--- config.mk ---
export PLATFORM = sky130hd
export DESIGN_NAME = uart_receiver
export DESIGN_NICKNAME = d
export VERILOG_FILES = /design/src/rtl/uart_receiver.sv
export SDC_FILE = /design/constraint.sdc
export NUM_CORES = 1
export LEC_CHECK = 0
export ABC_CLOCK_PERIOD_IN_PS = 2400
export CORE_UTILIZATION = 44
export CTS_CLUSTER_DIAMETER = 120
export CTS_CLUSTER_SIZE = 24
export DETAILED_ROUTE_END_ITERATION = 7
export MAX_ROUTING_LAYER = met4
export PLACE_DENSITY = 0.66
export SLEW_MARGIN = 20
export SYNTH_ARGS = -nofsm -noshare
export SYNTH_HDL_FRONTEND = slang
export SYNTH_SLANG_ARGS = --single-unit
--- constraint.sdc ---
create_clock -name clk_i -period 2.4 [get_ports clk_i]
set_clock_uncertainty 0.1 [all_clocks]
set_input_delay 0.48 -clock clk_i [delete_from_list [all_inputs] [get_ports clk_i]]
set_output_delay 0.48 -clock clk_i [all_outputs]
set_load 0.005 [all_outputs]
--- src/rtl/uart_receiver.sv ---
// UART receive path: 8N1 frames on an OVERSAMPLE x baud clock,
// delivered into a valid/ack holding register.
module uart_receiver #(
    parameter int OVERSAMPLE = 16
) (
    input  logic       clk_i,
    input  logic       rst_i,
    input  logic       en_receive_i,
    input  logic       uart_i,
    input  logic       rx_ack_i,
    output logic [7:0] rx_data_o,
    output logic       rx_valid_o,
    output logic       frame_error_o,
    output logic       overrun_o,
    output logic       busy_o,
    output logic [3:0] r_data_counter_o
);

    localparam int TW = $clog2(OVERSAMPLE);
    localparam logic [TW-1:0] TICK_HALF = TW'(OVERSAMPLE / 2 - 1);
    localparam logic [TW-1:0] TICK_LAST = TW'(OVERSAMPLE - 1);

    typedef enum logic [2:0] {
        S_IDLE,
        S_START,
        S_DATA,
        S_STOP,
        S_BREAK
    } state_t;

    state_t        state_q, state_d;
    logic          sync_meta_q, s_q;
    logic [TW-1:0] tick_q, tick_d;
    logic [3:0]    cnt_d;
    logic [7:0]    shift_q, shift_d;
    logic          deliver;
    logic          ferr_d;
    logic [7:0]    data_d;
    logic          valid_d;
    logic          ovr_d;

    always_ff @(posedge clk_i) begin
        if (rst_i) begin
            sync_meta_q <= 1'b1;
            s_q         <= 1'b1;
        end else begin
            sync_meta_q <= uart_i;
            s_q         <= sync_meta_q;
        end
    end

    always_comb begin
        state_d = state_q;
        tick_d  = tick_q + 1'b1;
        cnt_d   = r_data_counter_o;
        shift_d = shift_q;
        deliver = 1'b0;
        ferr_d  = 1'b0;
        unique case (state_q)
            S_IDLE: begin
                tick_d = '0;
                if (!s_q) state_d = S_START;
            end
            S_START: begin
                if (tick_q == TICK_HALF)
                    state_d = s_q ? S_IDLE : S_DATA;
            end
            S_DATA: begin
                if (tick_q == TICK_LAST) begin
                    shift_d = {s_q, shift_q[7:1]};
                    cnt_d   = r_data_counter_o + 4'd1;
                    tick_d  = '0;
                    if (r_data_counter_o == 4'd7) state_d = S_STOP;
                end
            end
            S_STOP: begin
                if (tick_q == TICK_LAST) begin
                    if (s_q) begin
                        deliver = 1'b1;
                        state_d = S_IDLE;
                    end else begin
                        ferr_d  = 1'b1;
                        state_d = S_BREAK;
                    end
                end
            end
            S_BREAK: begin
                if (s_q) state_d = S_IDLE;
            end
            default: state_d = S_IDLE;
        endcase

        if (state_d != state_q) tick_d = '0;
        if (state_d == S_STOP || state_d == S_BREAK)
            cnt_d = 4'd9;
        else if (state_d != S_DATA)
            cnt_d = 4'd0;

        // Disable abandons the frame silently; the holding register is kept.
        if (!en_receive_i) begin
            state_d = S_IDLE;
            tick_d  = '0;
            cnt_d   = 4'd0;
            deliver = 1'b0;
            ferr_d  = 1'b0;
        end
    end

    always_comb begin
        data_d  = rx_data_o;
        valid_d = rx_valid_o;
        ovr_d   = 1'b0;
        if (deliver) begin
            if (!rx_valid_o || rx_ack_i) begin
                data_d  = shift_q;
                valid_d = 1'b1;
            end else begin
                ovr_d = 1'b1;
            end
        end else if (rx_ack_i) begin
            valid_d = 1'b0;
        end
    end

    always_ff @(posedge clk_i) begin
        if (rst_i) begin
            state_q          <= S_IDLE;
            tick_q           <= '0;
            shift_q          <= '0;
            r_data_counter_o <= '0;
            busy_o           <= 1'b0;
            frame_error_o    <= 1'b0;
            overrun_o        <= 1'b0;
            rx_data_o        <= '0;
            rx_valid_o       <= 1'b0;
        end else begin
            state_q          <= state_d;
            tick_q           <= tick_d;
            shift_q          <= shift_d;
            r_data_counter_o <= cnt_d;
            busy_o           <= (state_d != S_IDLE);
            frame_error_o    <= ferr_d;
            overrun_o        <= ovr_d;
            rx_data_o        <= data_d;
            rx_valid_o       <= valid_d;
        end
    end

endmodule
==> impl_metrics.json, run 1 <==
{
  "status": "finished, final reports clean",
  "crit_path_start_kind": "flop",
  "antenna-diode-count": 0,
  "cp-end-kind": "flop",
  "root_buffer": "clkbuf_4",
  "synth_edf_count": 0,
  "gr-usage-met2_pct": 27.9,
  "worstMarginPinSlew_ns": 0.439,
  "finalSetupViolations": 0,
  "stdcell_area_um2": 1730,
  "synth_commonest_cells": "33 x dfxtp_1, 20 x a21oi_1, 20 x nand2_1, 13 x nand3_1, 13 x o21ai_0",
  "placed_cell_area_um2": 1680,
  "initial_utilization_pct": 47.3,
  "row_count": 20,
  "slowest_delay_ns": 0.39,
  "ys_seq_area_share_pct": 45.1,
  "period_share_pct": 82.8,
  "place.detailed.hpwl_mm": 2.10,
  "synth_xor_area_share_pct": 1.79,
  "grt.overflow.total": 0,
  "required_ns": 2.55,
  "core_area_um2": 3100,
  "synthFlopType": "dfxtp_1",
  "max_freq_mhz": 503,
  "fill_cells": 313,
  "synth.ff_latch_count": 33,
  "drc": 0,
  "cts_setup_buffers": 0,
  "clk_path_buf_depth": 2,
  "rsz0062_at_grt": "no",
  "antenna_found_initial": 0,
  "drtPass1Iterations": 4,
  "io_pins": 21,
  "yosys-mux-area-fraction_pct": 0.683,
  "nets": 193,
  "cts_hold_buffers": 0,
  "synth_top_cell_by_area": "dfxtp_1",
  "whs_ns": 0.321,
  "cp_cell_sequence": "ha_1 -> and3_4 -> and2_1 -> a41oi_1 -> a311oi_2",
  "htreeDepth": 2,
  "syn_to_final_growth_pct": 18.3,
  "wl_per_cell_um": 13.1,
  "regArea_um2": 661,
  "synth.area.top_cells": "dfxtp_1 45%, a21oi_1 6.8%, nand2_1 5.1%, nand3_1 4.4%, o21ai_0 4.4%",
  "ys_warn_count": 0,
  "critPathSlowestCell": "and2_1",
  "critPathTopFamily": "simple AND/OR/NAND/NOR gates",
  "path_max_fanout": 12,
  "synth_compound_area_share_pct": 19.9,
  "synth_top_area_share_pct": 45.1,
  "die_x_um": 59.7,
  "syn_area_um2": 1470,
  "cp.arrival_ns": 2.14,
  "yosys.area_share.simple_pct": 26.2,
  "synth_fp_nets": 175,
  "synth_most_common_cell": "dfxtp_1",
  "post-route-min-period_ns": 1.99,
  "synthAdderAreaFrac_pct": 1.71,
  "p_per_area_nw_per_um2": 505,
  "vias_per_cell": 5.50,
  "utilization_pct": 55.9,
  "worstSetupPathType": "flop to flop",
  "multi_input_area_um2": 737,
  "cp_num_buf_inv": 0,
  "async_flop_share_pct": 0,
  "met1_usage_pct": 26.2,
  "cts_buffers": 5,
  "synth_top_family_by_area": "simple AND/OR/NAND/NOR gates",
  "clock_sinks": 33,
  "antenna_left": 0,
  "slew_viol_final": 0,
  "slew_headroom_pct": 70.7,
  "grt_util_met3_pct": 6.28,
  "drtIter0Drc": 33,
  "grt_max_degree": 20,
  "irDropWorstVdd_v": 0.000309,
  "drive_gt1_share_pct": 10.7,
  "synth_cells": 168,
  "io_buffers": 20,
  "grt_pass1_vias": 1125,
  "tns_ns": 0,
  "dieHeight_um": 59.7,
  "busiest_layer": "met2",
  "hp-class": "flop to flop",
  "grt_pass1_wl_mm": 5.03,
  "wl_mm": 3.02,
  "hold_viol": 0,
  "p_leak_nw": 0.566,
  "die_area_um2": 3570,
  "cap_violations": 0,
  "place.gp.congestion": 0.810,
  "avgSynthCellArea_um2": 8.73,
  "clock_latency_ns": 0.33,
  "num_vias": 1271,
  "ctsResizeCount": 0,
  "tritoncts": "done",
  "synth.distinct_cells": 40,
  "grt_usage_pct": 19.8,
  "clk_pin_slew_worst_paths_ns": 0.10
}
[sequential cells by signal, summed over array words and instances, names as in the netlist]
| register | count |
|---|---|
| tick_q | 4 |
| frame_error_o | 1 |
| r_data_counter_o | 4 |
| sync_meta_q | 1 |
| overrun_o | 1 |
| shift_q | 8 |
| state_q | 3 |
| s_q | 1 |
| rx_data_o | 8 |
| rx_valid_o | 1 |
| busy_o | 1 |
[per-stage QoR]
step	instances	setup WS, ns	power [W]
2_1_floorplan	168	0.566	0.000580
5_1_grt	231	0.253	0.000908
6_report	231	0.414	0.000876
4_1_cts	231	0.429	0.000885
3_3_place_gp	223	0.411	0.000592
3_5_place_dp	223	0.277	0.000593
[worst register-to-register path: stages, from the launching register on]
cell	delay [ns]
dfxtp_1	0.37
ha_1	0.29
and3_4	0.30
and2_1	0.39
a41oi_1	0.18
a311oi_2	0.28
[per-layer routing]
metal  share of wire (%)  vias to the layer above
met5                   0                        -
met4                 1.5                        0
met3                 5.3                        6
met2                  43                       26
met1                  50                      603
li1                    -                      636
[cells by family (layout without fill, tap and decap cells)]
| logic type | Yosys count | after routing |
|---|---|---|
| compound gates | 48 | 48 |
| xor+xnor | 3 | 3 |
| flops | 33 | 33 |
| simple gates | 66 | 66 |
| mux | 1 | 1 |
| buf+inv | 15 | 34 |
| fa+ha+maj | 2 | 2 |
[final timing paths]
path / cells past startpoint / slack, ns / to / startpoint
min: 1 / 0.32 / s_q$_SDFF_PP1_ / sync_meta_q$_SDFF_PP1_
max reg2reg: 5 / 0.41 / r_data_counter_o[3]$_SDFFE_PP0P_ / tick_q[0]$_SDFF_PP0_
min reg2reg: 1 / 0.32 / s_q$_SDFF_PP1_ / sync_meta_q$_SDFF_PP1_
max: 5 / 0.41 / r_data_counter_o[3]$_SDFFE_PP0P_ / tick_q[0]$_SDFF_PP0_
[power by group]
group,switching (W),internal [W],total [W]
logic,0.0000134,0.0000132,0.0000266
registers,0.00000371,0.000550,0.000553
clock network,0.000185,0.000112,0.000296
total,0.000202,0.000674,0.000876
[placed cells by master, fill, tap and decap left out, types with 2 or more instances in the layout]
| cell | count |
|---|---|
| a211oi_1 | 3 |
| a21o_1 | 2 |
| a21oi_1 | 20 |
| a41oi_1 | 3 |
| and4b_1 | 2 |
| buf_4 | 2 |
| clkbuf_4 | 5 |
| clkdlybuf4s50_1 | 20 |
| clkinv_2 | 2 |
| dfxtp_1 | 33 |
| ha_1 | 2 |
| inv_1 | 4 |
| nand2_1 | 20 |
| nand2b_1 | 3 |
| nand3_1 | 13 |
| nand4_1 | 2 |
| nor2_1 | 4 |
| nor2b_1 | 2 |
| nor3_1 | 5 |
| nor3b_2 | 2 |
| o21ai_0 | 13 |
| or2_2 | 4 |
| xor2_1 | 2 |
[cell type report]
cell class	instances	share of cell area, %
Inverter	4	0.866
Clock inverter	2	0.577
Timing Repair Buffer	22	12.4
Sequential cell	33	38.1
Multi-Input combinational cell	120	42.5
Clock buffer	6	2.38
Tap cell	44	3.17
No activity file was read; power rests on OpenSTA's default activity.
==> run 2: changes to the inputs <==
--- a/config.mk
+++ b/config.mk
@@ -5,13 +5,13 @@
 export SDC_FILE = /design/constraint.sdc
 export NUM_CORES = 1
 export LEC_CHECK = 0
-export ABC_CLOCK_PERIOD_IN_PS = 2400
+export ABC_CLOCK_PERIOD_IN_PS = 1700
 export CORE_UTILIZATION = 44
 export CTS_CLUSTER_DIAMETER = 120
 export CTS_CLUSTER_SIZE = 24
 export DETAILED_ROUTE_END_ITERATION = 7
 export MAX_ROUTING_LAYER = met4
-export PLACE_DENSITY = 0.66
+export PLACE_DENSITY = 0.68
 export SLEW_MARGIN = 20
 export SYNTH_ARGS = -nofsm -noshare
 export SYNTH_HDL_FRONTEND = slang
==> constraint.sdc (replaced) <==
create_clock -name clk_i -period 1.7 [get_ports clk_i]
set_clock_uncertainty 0.1 [all_clocks]
set_input_delay 0.34 -clock clk_i [delete_from_list [all_inputs] [get_ports clk_i]]
set_output_delay 0.34 -clock clk_i [all_outputs]
set_load 0.005 [all_outputs]
==> impl_metrics.json, run 2 (synthesized netlist as in run 1, its figures left out) <==
{
  "status": "finished, final reports clean",
  "drtIter0Drc": 72,
  "worstMarginPinSlew_ns": 0.422,
  "required_ns": 1.83,
  "cts_buffers": 5,
  "placed_cell_area_um2": 1770,
  "initial_utilization_pct": 47.3,
  "stdcell_area_um2": 1910,
  "hp-class": "flop to flop",
  "finalSetupViolations": 0,
  "slew_viol_final": 0,
  "crit_path_start_kind": "flop",
  "clock_latency_ns": 0.31,
  "multi_input_area_um2": 791,
  "irDropWorstVdd_v": 0.000411,
  "p_per_area_nw_per_um2": 643,
  "io_buffers": 20,
  "hp-start": "sync_meta_q$_SDFF_PP1_",
  "drive_gt1_share_pct": 26.2,
  "power.total_w": 0.00123,
  "largestRegisters": "rx_data_o: 8 flops, shift_q: 8 flops",
  "core_area_um2": 3100,
  "syn_to_final_growth_pct": 30.3,
  "nets": 208,
  "utilization_pct": 61.6,
  "stdcell_count": 246,
  "grt_pass1_wl_mm": 5.11,
  "placed_cells": 233,
  "die_x_um": 59.7,
  "fill_cells": 298,
  "io_pins": 21,
  "cts_hold_buffers": 0,
  "place.detailed.hpwl_mm": 2.15,
  "die_area_um2": 3570,
  "antenna_found_initial": 0,
  "path_max_fanout": 3,
  "clock_sinks": 33,
  "place_ws_ns": -0.151,
  "p_leak_nw": 0.647,
  "tritoncts": "done",
  "regArea_um2": 678,
  "place.gp.congestion": 0.898,
  "grt.overflow.total": 0,
  "slew_headroom_pct": 71.8,
  "cap_violations": 0,
  "grt_usage_pct": 19.3,
  "drc": 0,
  "max_freq_mhz": 595,
  "rsz0062_at_grt": "yes",
  "htreeDepth": 2,
  "r2r_start": "tick_q[0]$_SDFF_PP0_",
  "final_common_cell": "dfxtp_1",
  "dieHeight_um": 59.7,
  "final_cell_mix": "23 x dfxtp_1, 20 x nand2_1, 20 x clkdlybuf4s50_1",
  "grt_max_degree": 20,
  "grt_pass1_vias": 1183,
  "antenna_left": 0,
  "vias_per_cell": 5.50,
  "num_vias": 1352,
  "fin_ws_ns": 0.0202,
  "row_count": 20,
  "wl_per_cell_um": 13.1,
  "wl_mm": 3.22,
  "post-route-min-period_ns": 1.68,
  "cp.arrival_ns": 1.80,
  "hold_viol": 0,
  "clk_path_buf_depth": 2,
  "worstSetupPathType": "flop to flop",
  "root_buffer": "clkbuf_4",
  "cp-end-kind": "flop",
  "drtPass1Iterations": 4,
  "worstSetupStartpoint": "tick_q[0]$_SDFF_PP0_",
  "antenna-diode-count": 0,
  "clk_pin_slew_worst_paths_ns": 0.09,
  "period_share_pct": 98.8
}
## run 2: cell count changes in the layout (fill, tap and decap cells not counted), moves of 2 or more
cell,delta
buf_4,+14
dfxtp_1,-10
dfxtp_2,+8
a211oi_1,-2
a211oi_2,+2
dfxtp_4,+2
o21ai_0,-2
## run 2: report_power, final
| group | total [W] | internal, W | switching, W | leakage, nW |
|---|---|---|---|---|
| Combinational | 0.0000519 | 0.0000271 | 0.0000248 | 0.343 |
| Sequential | 0.000776 | 0.000773 | 0.00000370 | 0.272 |
| Clock | 0.000400 | 0.000157 | 0.000243 | 0.0320 |
| Total | 0.00123 | 0.000957 | 0.000272 | 0.647 |
## run 2: path summary, 6_finish.rpt
check	end	slack [ns]	cells past startpoint
worst max register to register	tick_q[3]$_SDFF_PP0_	0.02	5
worst min register to register	s_q$_SDFF_PP1_	0.32	1
worst max-delay path	tick_q[3]$_SDFF_PP0_	0.02	5
worst min-delay path	s_q$_SDFF_PP1_	0.32	1
## run 2: final cells by class
cell class                 instances  share of cell area [%]
clock inverter                     2                   0.524
tap                               44                    2.88
timing repair buffer              36                    16.8
sequential                        33                    35.5
clock buffer                       6                    2.16
multi-input combinational        121                    41.4
inverter                           4                   0.786
## run 2: through the flow
step	hold WS [ns]	TNS (ns)
detailed placement	0.296	-0.908
floorplan	0.289	-0.0906
global route	0.326	-0.0913
finish	0.316	0
global placement	0.295	-0.376
CTS	0.319	0
## run 2: layer usage
layer / share of wire [%] / wire length (um) / GRT usage, % / up-vias
li1: - / - / - / 669
met3: 4.6 / 148 / 3.90 / 2
met2: 46 / 1470 / 30.5 / 43
met1: 49 / 1590 / 24.9 / 638
met5: 0 / 0 / - / -
met4: 0.47 / 15 / 5.98 / 0
## run 2: critical path: stages, from the launching register on
cell      delay [ns]
dfxtp_2         0.35
ha_4            0.16
and3_4          0.18
or3b_4          0.40
a21o_1          0.22
a211oi_1        0.19
## run 2: timing repair
| item | in CTS | in global routing |
|---|---|---|
| cloned | 0 | 1 |
| setup buffers | 2 | 2 |
| gates resized for setup | 5 | 17 |
| setup endpoints to repair | 7 | 17 |
| pin swaps | 4 | 6 |
==> run 3: changes to the inputs <==
--- a/config.mk
+++ b/config.mk
@@ -5,13 +5,14 @@
 export SDC_FILE = /design/constraint.sdc
 export NUM_CORES = 1
 export LEC_CHECK = 0
-export ABC_CLOCK_PERIOD_IN_PS = 1700
+export ABC_CLOCK_PERIOD_IN_PS = 1900
 export CORE_UTILIZATION = 44
 export CTS_CLUSTER_DIAMETER = 120
 export CTS_CLUSTER_SIZE = 24
 export DETAILED_ROUTE_END_ITERATION = 7
 export MAX_ROUTING_LAYER = met4
-export PLACE_DENSITY = 0.68
+export PLACE_DENSITY = 0.66
+export SETUP_SLACK_MARGIN = 0.2
 export SLEW_MARGIN = 20
 export SYNTH_ARGS = -nofsm -noshare
 export SYNTH_HDL_FRONTEND = slang
==> constraint.sdc (replaced) <==
create_clock -name clk_i -period 1.9 [get_ports clk_i]
set_clock_uncertainty 0.1 [all_clocks]
set_input_delay 0.285 -clock clk_i [delete_from_list [all_inputs] [get_ports clk_i]]
set_output_delay 0.285 -clock clk_i [all_outputs]
set_load 0.005 [all_outputs]
==> impl_metrics.json, run 3 (synthesized netlist as in run 1, its figures left out) <==
{
  "wl_met1_mm": 1.66,
  "post-route-min-period_ns": 1.75,
  "worstMarginPinSlew_ns": 0.448,
  "final_common_cell": "dfxtp_1",
  "die_area_um2": 3570,
  "syn_to_final_growth_pct": 28.4,
  "cp.arrival_ns": 1.90,
  "cts_hold_buffers": 0,
  "place.gp.congestion": 0.805,
  "final_cell_mix": "26 x dfxtp_1, 20 x nand2_1, 20 x clkdlybuf4s50_1",
  "tns_ns": 0,
  "root_buffer": "clkbuf_4",
  "io_buffers": 20,
  "grt_usage_pct": 20.9,
  "wl_mm": 3.42,
  "nets": 207,
  "io_pins": 21,
  "cp-end-kind": "flop",
  "drtPass1Iterations": 4,
  "hp-class": "flop to flop",
  "grt.overflow.total": 0,
  "initial_utilization_pct": 47.3,
  "grt_pass1_wl_mm": 5.36,
  "dr.max_layer_used": "met4",
  "drive_gt1_share_pct": 23.4,
  "dieHeight_um": 59.7,
  "grt_max_degree": 20,
  "num_vias": 1319,
  "crit_path_start_kind": "flop",
  "stdcell_count": 245,
  "row_count": 20,
  "antenna-diode-count": 0,
  "antenna_left": 0,
  "wl_met2_mm": 1.58,
  "max_freq_mhz": 572,
  "die_x_um": 59.7,
  "finalSetupViolations": 0,
  "drtIter0Drc": 67,
  "fill_cells": 292,
  "htreeDepth": 2,
  "drc": 0,
  "slew_headroom_pct": 69.8,
  "period_share_pct": 92.0,
  "rsz0062_at_grt": "yes",
  "tritoncts": "done",
  "p_per_area_nw_per_um2": 593,
  "route.met3.wl_um": 109,
  "status": "finished, final reports clean",
  "clk_path_buf_depth": 2,
  "largestRegisters": "rx_data_o: 8 flops, shift_q: 8 flops",
  "cts_buffers": 5,
  "worstSetupPathType": "flop to flop",
  "clock_sinks": 33,
  "slew_viol_final": 0,
  "wl_per_cell_um": 13.9,
  "cap_violations": 0,
  "placed_cells": 228,
  "grt_pass1_vias": 1164,
  "core_area_um2": 3100,
  "antenna_found_initial": 0,
  "clock_latency_ns": 0.33,
  "clk_pin_slew_worst_paths_ns": 0.10,
  "required_ns": 2.05,
  "p_leak_nw": 0.639,
  "hold_viol": 0,
  "vias_per_cell": 5.38,
  "path_max_fanout": 6,
  "place.detailed.hpwl_mm": 2.22,
  "irDropWorstVdd_v": 0.000373
}
-- run 3: per-layer routing --
| metal | GRT usage [%] | up-vias |
|---|---|---|
| li1 | - | 664 |
| met4 | 9.30 | 0 |
| met1 | 27.3 | 615 |
| met3 | 4.55 | 9 |
| met2 | 30.8 | 31 |
| met5 | - | - |
-- run 3: layout make-up --
class	instances	area, um^2	share of cell area [%]
clock inverters	2	10.0	0.532
multi-input cells	121	777	41.3
clock buffers	6	41.3	2.19
inverters	4	15.0	0.797
flip-flops and latches	33	674	35.8
well taps	44	55.1	2.92
repair buffers	35	310	16.5
-- run 3: worst max-delay path, stage by stage, from the launching register on --
cell	delay, ns
dfxtp_2	0.35
ha_4	0.18
and3_4	0.21
a221oi_1	0.33
o21ai_0	0.25
a211oi_2	0.25
-- run 3: metrics by stage --
stage / total power (W) / worst slack, ns / hold slack, ns / utilization (%) / cell area, um^2
final: 0.00112 / 0.151 / 0.322 / 60.7 / 1880
after global routing: 0.00115 / 0.116 / 0.355 / 60.7 / 1880
after CTS: 0.00112 / 0.205 / 0.324 / 58.9 / 1830
after detailed placement: 0.000753 / 0.0850 / 0.299 / 55.9 / 1740
after global placement: 0.000752 / 0.156 / 0.299 / 55.9 / 1740
after floorplan: 0.000733 / 0.152 / 0.289 / - / 1480
-- run 3: power breakdown --
| group | total [W] | switching (W) | internal [W] |
|---|---|---|---|
| clock network | 0.000377 | 0.000236 | 0.000141 |
| registers | 0.000694 | 0.00000226 | 0.000692 |
| logic | 0.0000460 | 0.0000233 | 0.0000227 |
| total | 0.00112 | 0.000261 | 0.000855 |
-- run 3: final timing paths --
check | start | end | slack [ns] | depth (start not counted)
max | tick_q[0]$_SDFF_PP0_ | tick_q[1]$_SDFF_PP0_ | 0.15 | 5
min | sync_meta_q$_SDFF_PP1_ | s_q$_SDFF_PP1_ | 0.32 | 1
max reg2reg | tick_q[0]$_SDFF_PP0_ | tick_q[1]$_SDFF_PP0_ | 0.15 | 5
min reg2reg | sync_meta_q$_SDFF_PP1_ | s_q$_SDFF_PP1_ | 0.32 | 1
-- run 3: what timing repair did --
| item | 4_1_cts | 5_1_grt |
|---|---|---|
| cloned | 0 | 1 |
| endpoints found under the setup margin | 13 | 18 |
| setup buffers | 4 | 4 |
| gates resized for setup | 5 | 11 |
| pin swaps | 4 | 6 |
